<file path="config.mk">
export PLATFORM = sky130hd
export DESIGN_NAME = phase_difference_detection_flat
export DESIGN_NICKNAME = d
export VERILOG_FILES = /design/src/rtl/phase_pkg.sv /design/src/rtl/phase_difference_detection_if.sv /design/src/rtl/restoring_divider.sv /design/src/rtl/phase_difference_detection.sv /design/src/flat_wrapper.sv
export SDC_FILE = /design/constraint.sdc
export NUM_CORES = 1
export LEC_CHECK = 0
export CAP_MARGIN = 5
export CORE_ASPECT_RATIO = 1.75
export CORE_MARGIN = 3
export CORE_UTILIZATION = 35
export DETAILED_ROUTE_END_ITERATION = 12
export PLACE_DENSITY = 0.51
export SYNTH_ARGS = -nofsm -noshare
export SYNTH_HDL_FRONTEND = slang
export SYNTH_SLANG_ARGS = --single-unit
</file>
<file path="constraint.sdc">
create_clock -name clk_400M -period 12.6 [get_ports clk_400M]
set_clock_uncertainty 0.15 [all_clocks]
set_input_delay 2.52 -clock clk_400M [delete_from_list [all_inputs] [get_ports clk_400M]]
set_output_delay 2.52 -clock clk_400M [all_outputs]
set_load 0.01 [all_outputs]
</file>
<file path="src/rtl/phase_pkg.sv">
// Shared widths, scale constant, FSM state codes and the x3600 helper used by the
// phase measurement block.
package phase_pkg;

    localparam int CNT_W   = 28;
    localparam int PHASE_W = 12;
    localparam int PER_W   = CNT_W + 1;
    localparam int NUM_W   = CNT_W + 12;
    localparam int SCALE   = 3600;

    typedef logic [1:0] state_t;

    localparam state_t ST_IDLE   = 2'd0;
    localparam state_t ST_COUNT  = 2'd1;
    localparam state_t ST_DIVIDE = 2'd2;
    localparam state_t ST_DONE   = 2'd3;

    // 3600 = 2048 + 1024 + 512 + 16, so the product is four shifted adds.
    function automatic logic [NUM_W-1:0] scale_3600(input logic [CNT_W-1:0] delta);
        logic [NUM_W-1:0] d;
        d = NUM_W'(delta);
        return (d << 11) + (d << 10) + (d << 9) + (d << 4);
    endfunction

endpackage

</file>
<file path="src/rtl/phase_difference_detection_if.sv">
// Signal bundle between the phase detector and its environment: the two square
// waves, the upstream A high/low counts, and the measurement results.
interface phase_difference_detection_if;

    logic                          signal_a;
    logic                          signal_b;
    logic [phase_pkg::CNT_W-1:0]   high_level;
    logic [phase_pkg::CNT_W-1:0]   low_level;
    logic [phase_pkg::PHASE_W-1:0] phase;
    logic [phase_pkg::CNT_W-1:0]   delta_count;
    logic                          phase_valid;
    logic                          timeout;
    logic                          div_error;
    logic                          busy;

    modport master (
        output signal_a, signal_b, high_level, low_level,
        input  phase, delta_count, phase_valid, timeout, div_error, busy
    );

    modport slave (
        input  signal_a, signal_b, high_level, low_level,
        output phase, delta_count, phase_valid, timeout, div_error, busy
    );

endinterface

</file>
<file path="src/rtl/restoring_divider.sv">
// Unsigned restoring divider, one quotient bit per clock. The first step runs in
// the start cycle straight from the operand inputs; the quotient holds until restart.
module restoring_divider #(
    parameter int DIVIDEND_W = 40,
    parameter int DIVISOR_W  = 29,
    parameter int QUO_W      = DIVIDEND_W
) (
    input  logic                  clk,
    input  logic                  rst,
    input  logic                  start_i,
    input  logic [DIVIDEND_W-1:0] dividend_i,
    input  logic [DIVISOR_W-1:0]  divisor_i,
    output logic                  busy_o,
    output logic                  done_o,
    output logic [QUO_W-1:0]      quotient_o
);

    localparam int ITER_W = $clog2(DIVIDEND_W + 1);

    logic                  running_q;
    logic [ITER_W-1:0]     iter_q;
    logic [DIVISOR_W-1:0]  rem_q, rem_d, div_q;
    logic [DIVIDEND_W-1:0] quo_q, quo_d;
    logic [DIVISOR_W-1:0]  src_rem, src_div;
    logic [DIVIDEND_W-1:0] src_quo;
    logic [DIVISOR_W:0]    trial, rem_wide;
    logic                  fits;

    // quo_q starts as the dividend and shifts left; quotient bits enter at the LSB.
    always_comb begin
        src_rem  = start_i ? '0         : rem_q;
        src_quo  = start_i ? dividend_i : quo_q;
        src_div  = start_i ? divisor_i  : div_q;
        trial    = {src_rem, src_quo[DIVIDEND_W-1]};
        fits     = trial >= {1'b0, src_div};
        rem_wide = fits ? trial - {1'b0, src_div} : trial;
        rem_d    = DIVISOR_W'(rem_wide);
        quo_d    = {src_quo[DIVIDEND_W-2:0], fits};
    end

    always_ff @(posedge clk) begin
        if (rst) begin
            running_q <= 1'b0;
            iter_q    <= '0;
        end else if (start_i) begin
            running_q <= 1'b1;
            iter_q    <= ITER_W'(1);
        end else if (running_q) begin
            iter_q <= iter_q + 1'b1;
            if (iter_q == ITER_W'(DIVIDEND_W - 1)) begin
                running_q <= 1'b0;
            end
        end
    end

    // NOTE: datapath registers carry no reset; they are only read once start_i has loaded them.
    always_ff @(posedge clk) begin
        if (start_i || running_q) begin
            rem_q <= rem_d;
            quo_q <= quo_d;
        end
        if (start_i) begin
            div_q <= divisor_i;
        end
    end

    // done_o marks the cycle whose clock edge writes the final quotient bit.
    assign busy_o     = running_q;
    assign done_o     = running_q && (iter_q == ITER_W'(DIVIDEND_W - 1));
    assign quotient_o = quo_q[QUO_W-1:0];

endmodule

</file>
<file path="src/rtl/phase_difference_detection.sv">
// Measures the A-rise to B-rise lag in clock cycles and converts it to tenths of a
// degree using the upstream A period.
module phase_difference_detection
    import phase_pkg::*;
(
    input  logic                         clk_400M,
    input  logic                         rst,
    phase_difference_detection_if.slave  bus
);

    logic a_meta_q, a_sync_q, a_hist_q;
    logic b_meta_q, b_sync_q, b_hist_q;
    logic a_edge, b_edge;

    always_ff @(posedge clk_400M) begin
        if (rst) begin
            a_meta_q <= 1'b0;
            a_sync_q <= 1'b0;
            a_hist_q <= 1'b0;
            b_meta_q <= 1'b0;
            b_sync_q <= 1'b0;
            b_hist_q <= 1'b0;
        end else begin
            a_meta_q <= bus.signal_a;
            a_sync_q <= a_meta_q;
            a_hist_q <= a_sync_q;
            b_meta_q <= bus.signal_b;
            b_sync_q <= b_meta_q;
            b_hist_q <= b_sync_q;
        end
    end

    assign a_edge = a_sync_q & ~a_hist_q;
    assign b_edge = b_sync_q & ~b_hist_q;

    state_t             state_q, state_d;
    logic [CNT_W-1:0]   cnt_q, cnt_d;
    logic [CNT_W-1:0]   delta_q, delta_d;
    logic [PHASE_W-1:0] phase_q, phase_d;
    logic [CNT_W-1:0]   delta_count_q, delta_count_d;
    logic               phase_valid_q, phase_valid_d;
    logic               timeout_q, timeout_d;
    logic               div_error_q, div_error_d;

    logic [PER_W-1:0]   period;
    logic [NUM_W-1:0]   numerator;
    logic               div_entry, div_bad, div_start, div_busy, div_done;
    logic [PHASE_W-1:0] quotient;

    // The upstream counts each omit the cycle that ends them, hence the +2.
    assign period    = PER_W'(bus.high_level) + PER_W'(bus.low_level) + PER_W'(2);
    assign numerator = scale_3600(delta_q);
    assign div_entry = (state_q == ST_DIVIDE) && !div_busy;
    assign div_bad   = (period == '0) || ({1'b0, delta_q} >= period);
    assign div_start = div_entry && !div_bad;

    restoring_divider #(
        .DIVIDEND_W (NUM_W),
        .DIVISOR_W  (PER_W),
        .QUO_W      (PHASE_W)
    ) u_div (
        .clk        (clk_400M),
        .rst        (rst),
        .start_i    (div_start),
        .dividend_i (numerator),
        .divisor_i  (period),
        .busy_o     (div_busy),
        .done_o     (div_done),
        .quotient_o (quotient)
    );

    // NOTE: every always_comb output gets a default first so no path can infer a latch.
    always_comb begin
        state_d       = state_q;
        cnt_d         = cnt_q;
        delta_d       = delta_q;
        phase_d       = phase_q;
        delta_count_d = delta_count_q;
        phase_valid_d = 1'b0;
        timeout_d     = 1'b0;
        div_error_d   = 1'b0;

        case (state_q)
            ST_IDLE: begin
                if (a_edge && b_edge) begin
                    delta_d = '0;
                    state_d = ST_DIVIDE;
                end else if (a_edge) begin
                    cnt_d   = CNT_W'(1);
                    state_d = ST_COUNT;
                end
            end
            ST_COUNT: begin
                // B wins over a simultaneous A: the measurement in flight completes.
                if (b_edge) begin
                    delta_d = cnt_q;
                    state_d = ST_DIVIDE;
                end else if (a_edge) begin
                    timeout_d = 1'b1;
                    cnt_d     = CNT_W'(1);
                end else if (&cnt_q) begin
                    timeout_d = 1'b1;
                    state_d   = ST_IDLE;
                end else begin
                    cnt_d = cnt_q + 1'b1;
                end
            end
            ST_DIVIDE: begin
                if (div_entry && div_bad) begin
                    div_error_d = 1'b1;
                    state_d     = ST_IDLE;
                end else if (div_done) begin
                    state_d = ST_DONE;
                end
            end
            ST_DONE: begin
                phase_d       = quotient;
                delta_count_d = delta_q;
                phase_valid_d = 1'b1;
                state_d       = ST_IDLE;
            end
            default: state_d = ST_IDLE;
        endcase
    end

    always_ff @(posedge clk_400M) begin
        if (rst) begin
            state_q       <= ST_IDLE;
            cnt_q         <= '0;
            delta_q       <= '0;
            phase_q       <= '0;
            delta_count_q <= '0;
            phase_valid_q <= 1'b0;
            timeout_q     <= 1'b0;
            div_error_q   <= 1'b0;
        end else begin
            state_q       <= state_d;
            cnt_q         <= cnt_d;
            delta_q       <= delta_d;
            phase_q       <= phase_d;
            delta_count_q <= delta_count_d;
            phase_valid_q <= phase_valid_d;
            timeout_q     <= timeout_d;
            div_error_q   <= div_error_d;
        end
    end

    assign bus.phase       = phase_q;
    assign bus.delta_count = delta_count_q;
    assign bus.phase_valid = phase_valid_q;
    assign bus.timeout     = timeout_q;
    assign bus.div_error   = div_error_q;
    assign bus.busy        = (state_q != ST_IDLE);

endmodule
</file>
<file path="src/flat_wrapper.sv">
// flat-port wrapper written by rule: the top's interface ports become plain ports
module phase_difference_detection_flat import phase_pkg::*;
  (clk_400M, rst, bus_signal_a, bus_signal_b, bus_high_level, bus_low_level, bus_phase, bus_delta_count, bus_phase_valid, bus_timeout, bus_div_error, bus_busy);
  phase_difference_detection_if bus_i ();
  input  logic clk_400M;
  input  logic rst;
  input wire logic [$bits(bus_i.signal_a)-1:0] bus_signal_a;
  input wire logic [$bits(bus_i.signal_b)-1:0] bus_signal_b;
  input wire logic [$bits(bus_i.high_level)-1:0] bus_high_level;
  input wire logic [$bits(bus_i.low_level)-1:0] bus_low_level;
  output wire logic [$bits(bus_i.phase)-1:0] bus_phase;
  output wire logic [$bits(bus_i.delta_count)-1:0] bus_delta_count;
  output wire logic [$bits(bus_i.phase_valid)-1:0] bus_phase_valid;
  output wire logic [$bits(bus_i.timeout)-1:0] bus_timeout;
  output wire logic [$bits(bus_i.div_error)-1:0] bus_div_error;
  output wire logic [$bits(bus_i.busy)-1:0] bus_busy;
  assign bus_i.signal_a = bus_signal_a;
  assign bus_i.signal_b = bus_signal_b;
  assign bus_i.high_level = bus_high_level;
  assign bus_i.low_level = bus_low_level;
  assign bus_phase = bus_i.phase;
  assign bus_delta_count = bus_i.delta_count;
  assign bus_phase_valid = bus_i.phase_valid;
  assign bus_timeout = bus_i.timeout;
  assign bus_div_error = bus_i.div_error;
  assign bus_busy = bus_i.busy;
  phase_difference_detection u_core (.clk_400M(clk_400M), .rst(rst), .bus(bus_i));
endmodule
</file>
After elaboration in Yosys (flattened, before gate mapping)

Index checks and enable logic that the tools add are counted.
Widths: inputs -> output; s select.

Add/sub/neg operators: 8
Order comparisons: 2
Equal/unequal tests: 14
Multiplexer cells: 30
Bitwise gates (word level): 6
Reduce and logical (&&, ||, !) cells: 21

Operators with widths:

| kind                  | number |
|---|---|
| $mux 28               | 7 |
| $pmux 28 s2           | 2 |
| $mux 29               | 3 |
| $add 39x38->40        | 1 |
| $add 40x32->40        | 1 |
| $add 40x37->40        | 1 |
| $mux 40               | 1 |
| $ge 30x29->1          | 1 |
| $add 28x28->29        | 1 |
| $add 29x2->29 const B | 1 |
| $ge 28x29->1          | 1 |
| $logic_not 29->1      | 1 |
| $sub 29x29->29        | 1 |
| $add 28x1->28 const B | 1 |
| $reduce_and 28->1     | 1 |
| $mux 2                | 7 |
| $mux 1                | 9 |
| $pmux 2 s4            | 1 |
| $add 6x1->6 const B   | 1 |
| $eq 6x6->1 const B    | 1 |
| $ne 2x1->1 const B    | 3 |
| $ne 3x1->1 const B    | 2 |
| $ne 3x2->1 const B    | 2 |
| $reduce_bool 2->1     | 3 |
| 15 further kinds      | 28 |

Flip-flop bits (word level): 212
Input bits: 60
Output and inout bits: 44
Logic and storage cells: 101

Longest topological paths before layout

Gate-level depths: netlist of run 1.

Depth in word-level cells: 9
Depth in mapped cells: 48
Depth with buffers taken out: 43

Cells and area by module

From an unflattened synthesis of run 1, not the netlist that was laid out.

Cell total of the unflattened synthesis: 1687
Area, all modules: 15463.6 sq um

Modules (own cells, without submodules):

| module                     | times used | cells each | area an instance (sq um) | seq. area each (sq um) |
|---|---|---|---|---|
| phase_difference_detection | 1          | 1097       | 9245.1                   | 2142.1 |
| restoring_divider          | 1          | 590        | 6218.5                   | 2792.7 |

Worst setup path before layout of run 1

Ideal clock, no wire load.

Path type: input-to-reg
Start point: in bus_low_level[1]
End point: reg u_core.u_div.rem_q[22], data pin
Library setup time: 0.269 ns
Arrival: 10.130 ns
Required time: 12.181 ns
Setup slack: 2.051 ns
Stages: 45
Path through: inv_1 ha_1 inv_1 ha_1 inv_1 fa_1 nor2b_1 o2111ai_1 a21boi_0 o21bai_1 a211o_1 a31oi_1 inv_1 ha_1 nand4_1 nor3_1 nand2_1 a31oi_1 [... 9 more ...] fa_1 inv_1 a21oi_1 o21bai_1 a21o_1 o311ai_0 a31oi_1 a21o_1 a21oi_1 maj3_1 mux2_2 o31ai_2 o21ai_2 and2_1 buf_4 buf_2 nand2_1 o31ai_1

Word-level cells in the longest chain between the ends: 9

Ends and longest elaborated chain:

| item                                             | line                                             | source |
|---|---|---|
| start, declared                                  | flat_wrapper.sv:10                               | `input wire logic [$bits(bus_i.low_level)-1:0] bus_low_level;` |
| $add 28x28->29 *                                 | phase_difference_detection.sv:51                 | `assign period = PER_W'(bus.high_level) + PER_W'(bus.low_level) + PER_W'(2);` |
| $add 29x2->29 *                                  | phase_difference_detection.sv:51                 |  |
| $ge 28x29->1 or $logic_not 29->1 (tied branches) | phase_difference_detection.sv:54                 | `assign div_bad = (period == '0) \|\| ({1'b0, delta_q} >= period);` |
| $logic_or 1x1->1                                 | phase_difference_detection.sv:54                 |  |
| $logic_not 1->1                                  | phase_difference_detection.sv:55                 | `assign div_start = div_entry && !div_bad;` |
| $logic_and 1x1->1                                | phase_difference_detection.sv:55                 |  |
| $mux 29 *                                        | n/a                                              |  |
| via u_core.u_div.src_div[1]                      | restoring_divider.sv:24                          | `logic [DIVISOR_W-1:0] src_rem, src_div;` |
| $sub 29x29->29 or $ge 30x29->1 (tied branches)   | restoring_divider.sv:36, restoring_divider.sv:35 |  |
| $mux 29 *                                        | restoring_divider.sv:36                          | `rem_wide = fits ? trial - {1'b0, src_div} : trial;` |
| via u_core.u_div.rem_wide[22]                    | restoring_divider.sv:26                          | `logic [DIVISOR_W:0] trial, rem_wide;` |
| end signal, assigned                             | restoring_divider.sv:59                          | `rem_q <= rem_d;` |
| end, declared                                    | restoring_divider.sv:22                          | `logic [DIVISOR_W-1:0] rem_q, rem_d, div_q;` |

Mark *: on every way through the listed nets, which the timed path passes. The rest lies on a longest branch.
A chain may end at the register's enable or synchronous reset.

Final worst setup path of run 1

Start point: in bus_low_level[1]
End point: reg u_core.u_div.rem_q[17], data pin

The elaborated chain is that of the path after synthesis.

==> results of run 1 <==
cell usage in the layout, fill, tap and decap left out, types with 13 or more instances in the layout:
master / n
nand2_1: 259
ha_1: 151
a21oi_1: 149
dfxtp_1: 143
nor2_1: 132
clkdlybuf4s50_1: 102
inv_1: 91
o21ai_0: 91
edfxtp_1: 69
fa_1: 52
xnor2_1: 45
a21o_1: 44
and2_1: 41
xor2_1: 40
o21a_1: 34
a22oi_1: 28
nor3_1: 27
nand4_1: 26
clkbuf_16: 24
nand3_1: 22
and3_1: 22
nor2b_1: 20
o21bai_1: 18
nand2b_1: 18
buf_4: 18
a31oi_1: 16
o31ai_1: 14
a211oi_1: 13
routing by layer:
layer / routed length (um) / vias up
met5: 0 / -
met4: 1610 / 0
met3: 1210 / 72
met2: 24800 / 245
met1: 17000 / 6172
li1: - / 6355
logic make-up (layout without fill, tap and decap cells):
logic type / Yosys count / in the layout / share of synthesized area
buffers and inverters: 166 / 255 / 0.0430
DFF: 212 / 212 / 0.324
and+or+nand+nor: 615 / 615 / 0.188
xor gates and xnor gates: 85 / 85 / 0.0489
AOI/OAI and AO/OA: 465 / 465 / 0.194
adders and majority gates: 204 / 204 / 0.193
muxes: 13 / 13 / 0.00871
stage by stage:
stage / power, W / cell area [um^2] / std cells / utilization
after detailed placement: 0.00169 / 16800 / 2368 / 0.393
final: 0.00233 / 17500 / 2410 / 0.409
after global routing: 0.00249 / 17500 / 2410 / 0.409
after CTS: 0.00236 / 17500 / 2410 / 0.409
after global placement: 0.00168 / 16800 / 2368 / 0.393
after floorplan: 0.00144 / 15200 / 1760 / -
worst max path at each step:
stage	to	slack, ns	depth (start not counted)
after global placement	u_core.u_div.rem_q[17]	1.17	43
final	u_core.u_div.rem_q[17]	1.39	42
after global routing	u_core.u_div.rem_q[17]	0.71	43
after floorplan	u_core.u_div.rem_q[22]	2.05	45
after CTS	u_core.u_div.rem_q[17]	1.46	42
after detailed placement	u_core.u_div.rem_q[17]	0.93	42
registers in the layout, indices dropped and copies added (netlist names), 2 cells and up:
name and flops:
u_core.bus.phase 12, u_core.u_div.rem_q 29, u_core.bus.delta_count 28, u_core.state_q 2, u_core.u_div.quo_q 40, u_core.u_div.div_q 29, u_core.cnt_q 28, u_core.u_div.iter_q 6
u_core.delta_q 28
critical path: cells and delay by family:
kind,cells,cell delay [ns]
AO/OA/AOI/OAI,20,4.40
adder cells (fa/ha/maj),6,1.97
buffers and inverters,9,1.28
multiplexers,1,0.30
AND/OR/NAND/NOR,6,0.92
power groups by stage:
stage | Clock [W] | Combinational [W] | Sequential (W)
finish | 0.000660 | 0.000871 | 0.000803
global route | 0.000706 | 0.000979 | 0.000808
CTS | 0.000684 | 0.000876 | 0.000803
detailed placement | 0 | 0.000871 | 0.000818
global placement | 0 | 0.000862 | 0.000817
floorplan | 0 | 0.000627 | 0.000812
area by class of cell:
cell class | instances | share of cell area
multi-input combinational | 1382 | 0.550
sequential | 212 | 0.282
timing repair buffer | 121 | 0.0671
tap | 561 | 0.0401
clock buffer | 31 | 0.0363
inverter | 92 | 0.0199
clock inverter | 11 | 0.00457
==> metrics, run 1 <==
period utilization=0.889; gpl congestion=0.865; pre-CTS WS=0.934 ns; Hold Fails Final Rpt=0; io pins=104; PwrDens=about 130 mW/mm^2; CTS resizes=0; Pins Over Slew Limit=0; Overflow after GRT=0; clock root buffer=clkbuf_16; distinct cell type count after synthesis=77; CTS tree=done; Vias per Instance=5.33; Crit path arrival time=between 10 and 15 ns; Max Cap Viol=0; multi-input logic area=0.00964 mm^2; Vias=around 13000; Core Area=0.0428 mm^2; crit path capture type=register; drt first pass iters=5; worst-case reg-to-reg path depth=37; combinational share of power=0.373; cells after synthesis=1760; vias in the first global route=approximately 13000; Hold Crit Depth=1; post-route ant nets=0; switch share=0.362; hpwl dp=35.1 mm; Post-synth top cells=260 x nand2_1, 151 x ha_1, 149 x a21oi_1; CP max stage delay=0.46 ns; Worst-Margin Slew=0.922 ns; clk sink count=212; Site Rows=100; routing usage on met2=0.386; initial antenna violation count=0; global-route wire length before repair=71.2 mm; total track usage=0.194; CTS buffer count=23; max frequency=just under 90 MHz; # fillers=4410; Total Wirelength=44.6 mm; Synth area leader=dfxtp_1; layer with the highest usage=met2; # setup viols final=0; Post-CTS Hold Buffers=0; FF-to-FF setup slack=between 2 and 3 ns; Crit Reg-Reg Startpoint=u_core.delta_q[1]; Critical Path Fanout Max=32; DR WL/cell=18.5 um; Switch Pwr=0.000844 W; RSZ-0062 raised after global routing=no; Layout area overhead=15.1%; H-tree levels=1; Syn Std Cell Area=0.0152 mm^2; Synth Warn #=0; largest net degree at the start of global routing=56; outcome=complete, no violations; Internal Pwr Total=0.00149 W; min cycle time layout=11.21 ns; share of layout cells above drive strength 1=0.0422; Syn Nets=2023; Hold Path End=u_core.a_sync_q; Synth Area per Inst=8.65 um^2; Final TNS setup=0 ns; I/O Buffers=103; sequential area share after synthesis=0.324; Final nets=2095; Leak Pwr=7.50 nW; worst-skew pair later-pin latency=0.54 ns; chip width=164 um; DRC viols=0; CP startpoint kind=primary input; EDFF count, synth=between 60 and 70; M1 GR Usage=0.211; Setup Fix Bufs, Post-CTS=0; Hold WS=0.292 ns; count leader, synth=nand2_1; Yosys top cell area share=0.188; synth top area cells=dfxtp_1 19%, edfxtp_1 14%, ha_1 12%; Max VDD drop=84.0 uV; Initial Utilization=0.356; DIE AREA=0.0462 mm^2; Req. time, crit path=12.79 ns; Yosys reg bits=around 210; critical path class=in -> reg; clk buf depth=3; hold path start=u_core.a_meta_q; ys async rst share=0; relative slew slack=0.379; slowest cell on the critical path=fa_1; RR Endpoint=u_core.u_div.rem_q[17]; worst min path class=reg -> reg; Die Ht=282 um; CTS clk-pin slew, worst paths=0.06 ns; CP dominant cell by count=inv_1; Primary FF master, synth=dfxtp_1; sequential power share=0.344; worst setup path startpoint=bus_low_level[1]; DRT iter0 DRCs=702; GR Util met3=0.0166; ANT cells=0; area occupied by registers=0.00493 mm^2; Clk pwr share=0.283; setup ws final=~1.4 ns
(Power assumes the default switching activity.)
==> run 2, diff against run 1 <==
--- a/config.mk
+++ b/config.mk
@@ -13,4 +13,5 @@
 export PLACE_DENSITY = 0.51
 export SYNTH_ARGS = -nofsm -noshare
 export SYNTH_HDL_FRONTEND = slang
+export SYNTH_HIERARCHICAL = 1
 export SYNTH_SLANG_ARGS = --single-unit
==> run 2 against run 1 <==
Effect of this change:
- via count shrank 3.0%
- critical path depth shrank 6
- register-to-register slack gained 2.0 ns
- count of clock-buffer cells in the layout grew 6
- die area grew 1.5%
- power grew 7.4%
- global-route usage shrank 0.17 points
- wire length grew 1.2%
- critical endpoint is now u_core/u_div/rem_q[20]
- synthesized area grew 1.5%
- clock power grew 11%
- maximum frequency grew 0.54%
==> metrics, run 2 <==
ANT cells=0; DR WL/cell=around 19 um; Total Wirelength=45.2 mm; Vias=12500; slowest cell on the critical path=xnor2_1; Max Cap Viol=0; Clk pwr share=0.293; max frequency=between 80 and 90 MHz; hold path start=u_core/b_meta_q; compound-gate portion of the synthesized area=0.170; largest net degree at the start of global routing=91; Max VDD drop=107 uV; crit path capture type=register; Layout area overhead=15.0%; worst-case reg-to-reg path depth=26; Worst-Margin Slew=1.19 ns; Synth Warn #=6; clk buf depth=3; area occupied by registers=roughly 0.0049 mm^2; cells after synthesis=1687; post-synthesis mux area share=0.0543; RR Endpoint=u_core/u_div/rem_q[20]; initial antenna violation count=1; CTS tree=done; worst min path class=reg -> reg; Site Rows=101; gpl congestion=approximately 0.91; hpwl dp=35.4 mm; RSZ-0062 raised after global routing=no; Hold Fails Final Rpt=0; total track usage=0.192; Setup Fix Bufs, Post-CTS=0; I/O Buffers=103; post-synthesis simple-gate area fraction=0.165; vias in the first global route=13000; Synth area leader=dfxtp_1; DRC viols=0; DIE AREA=0.0468 mm^2; PwrDens=141 mW/mm^2; EDFF count, synth=69; CP startpoint kind=primary input; Switch Pwr=0.000900 W; distinct cell type count after synthesis=90; chip width=165 um; io pins=104; min cycle time layout=around 11 ns; # fillers=4387; Post-synth top cells=178 x nand2_1, 174 x a21oi_1, 152 x ha_1; Syn Std Cell Area=0.0155 mm^2; sequential power share=0.325; Synth Area per Inst=around 9.2 um^2; switch share=0.359; most frequent cells in the layout=178 x nand2_1, 174 x a21oi_1, 152 x ha_1; Leak Pwr=7.46 nW; Req. time, crit path=12.73 ns; CTS buffer count=24; FF-to-FF setup slack=4.64 ns; Pins Over Slew Limit=0; multi-input logic area=around 0.01 mm^2; Initial Utilization=0.356; outcome=complete, no violations; combinational share of power=0.382; Internal Pwr Total=around 0.0016 W; period utilization=0.885; drt first pass iters=5; CP max stage delay=0.58 ns; count leader, synth=nand2_1; post-route ant nets=0; largest family of logic cells by synthesized area=adder cells; # setup viols final=0; clock root buffer=clkbuf_16; Post-CTS Hold Buffers=0; Hold Crit Depth=1; CP dominant cell by count=inv_1; worst setup path startpoint=bus_high_level[1]; number of flip-flops under the largest register name=40; worst-skew pair later-pin latency=0.54 ns; Largest regs=u_core/u_div/quo_q: 40 flops, u_core/u_div/div_q: 29 flops, u_core/u_div/rem_q: 29 flops; ys async rst share=0; most flop-heavy register=u_core/u_div/quo_q; Vias per Instance=5.33; global-route wire length before repair=71.4 mm; Primary FF master, synth=dfxtp_1; total design power=roughly 0.0025 W; relative slew slack=0.198; Synth Area in XOR/XNOR=0.0555; CTS resizes=0; CTS clk-pin slew, worst paths=0.06 ns; Crit path arrival time=11.28 ns; synth top area cells=dfxtp_1 19%, edfxtp_1 13%, ha_1 12%; Crit Reg-Reg Startpoint=u_core/delta_q[1]; Yosys top cell area share=0.185; most common cell after layout, fill and taps aside=nand2_1; critical path class=in -> reg; Final nets=2016; Yosys reg bits=roughly 210; share of layout cells above drive strength 1=0.0718; Overflow after GRT=0; Final TNS setup=0 ns; Die Ht=around 280 um; Core Area=0.0435 mm^2; Hold Path End=u_core/b_sync_q; Critical Path Fanout Max=29; sequential area share after synthesis=0.319; H-tree levels=1; Adder-Cell Fraction of Synth Area=0.190; clk sink count=212; DRT iter0 DRCs=roughly 630
-- run 2: changes by cell type after synthesis, sizes merged, moves of 15 or more --
cell / previous run / this run
a21oi: 149 / 175
o21ai: 94 / 50
nor2: 133 / 98
a22oi: 28 / 3
nor2b: 20 / 49
and2: 41 / 9
mux2: 2 / 44
o21a: 34 / 15
buf: 18 / 33
nand3: 22 / 54
mux2i: 11 / 34
nand2: 260 / 178
-- run 2: worst max-delay path by stage --
stage,end,slack [ns],cells past startpoint
after floorplan,u_core/u_div/rem_q[14],2.71,35
after global placement,u_core/u_div/rem_q[20],1.08,36
after detailed placement,u_core/u_div/rem_q[20],0.92,36
after CTS,u_core/u_div/rem_q[20],1.46,36
after global routing,u_core/u_div/rem_q[20],0.78,36
final,u_core/u_div/rem_q[20],1.45,36
-- run 2: worst max-delay path: cells and delay by family --
| kind | cells | cell delay [ns] |
|---|---|---|
| AOI/OAI and AO/OA | 15 | 3.50 |
| xor gates and xnor gates | 1 | 0.58 |
| adders and majority gates | 5 | 1.61 |
| buffers and inverters | 8 | 1.61 |
| muxes | 2 | 0.68 |
| and+or+nand+nor | 5 | 0.73 |
-- run 2: logic make-up (layout without fill, tap and decap cells) --
kind of cell | count (synthesis) | in the layout
AND/OR/NAND/NOR | 521 | 521
AO/OA/AOI/OAI | 406 | 406
flip-flops | 212 | 212
adder cells (fa/ha/maj) | 204 | 204
buffers and inverters | 167 | 247
XOR/XNOR | 98 | 98
multiplexers | 78 | 78
other | 1 | 4
-- run 2: cell type report --
type | instances | share of cell area
inverters | 86 | 0.0181
flip-flops and latches | 212 | 0.277
clock inverters | 7 | 0.00443
repair buffers | 117 | 0.0643
clock buffers | 37 | 0.0423
well taps | 566 | 0.0398
multi-input cells | 1311 | 0.554
-- run 2: per-layer routing --
layer / wire, um / up-vias / global-route usage
li1: - / 6146 / -
met1: 17100 / 5981 / 0.204
met2: 24500 / 230 / 0.372
met3: 1360 / 99 / 0.0209
met4: 2250 / 2 / 0.0858
met5: 20 / - / 0
-- run 2: metrics by stage --
| stage | hold slack, ns | instances | cell area [um^2] | setup WS [ns] | util |
|---|---|---|---|---|---|
| 5_1_grt | 0.301 | 2336 | 17800 | 0.777 | 0.409 |
| 6_report | 0.295 | 2336 | 17800 | 1.45 | 0.409 |
| 3_3_place_gp | 0.268 | 2292 | 17000 | 1.08 | 0.390 |
| 3_5_place_dp | 0.284 | 2292 | 17000 | 0.922 | 0.390 |
| 2_1_floorplan | 0.264 | 1690 | 15500 | 2.71 | - |
| 4_1_cts | 0.298 | 2336 | 17800 | 1.46 | 0.409 |
-- run 2: power groups by stage --
| stage | Sequential (W) | Combinational, W | Clock [W] |
|---|---|---|---|
| CTS | 0.000815 | 0.000959 | 0.000759 |
| global placement | 0.000829 | 0.000950 | 0 |
| floorplan | 0.000823 | 0.000699 | 0 |
| detailed placement | 0.000830 | 0.000955 | 0 |
| global route | 0.000821 | 0.00106 | 0.000779 |
| finish | 0.000815 | 0.000957 | 0.000735 |
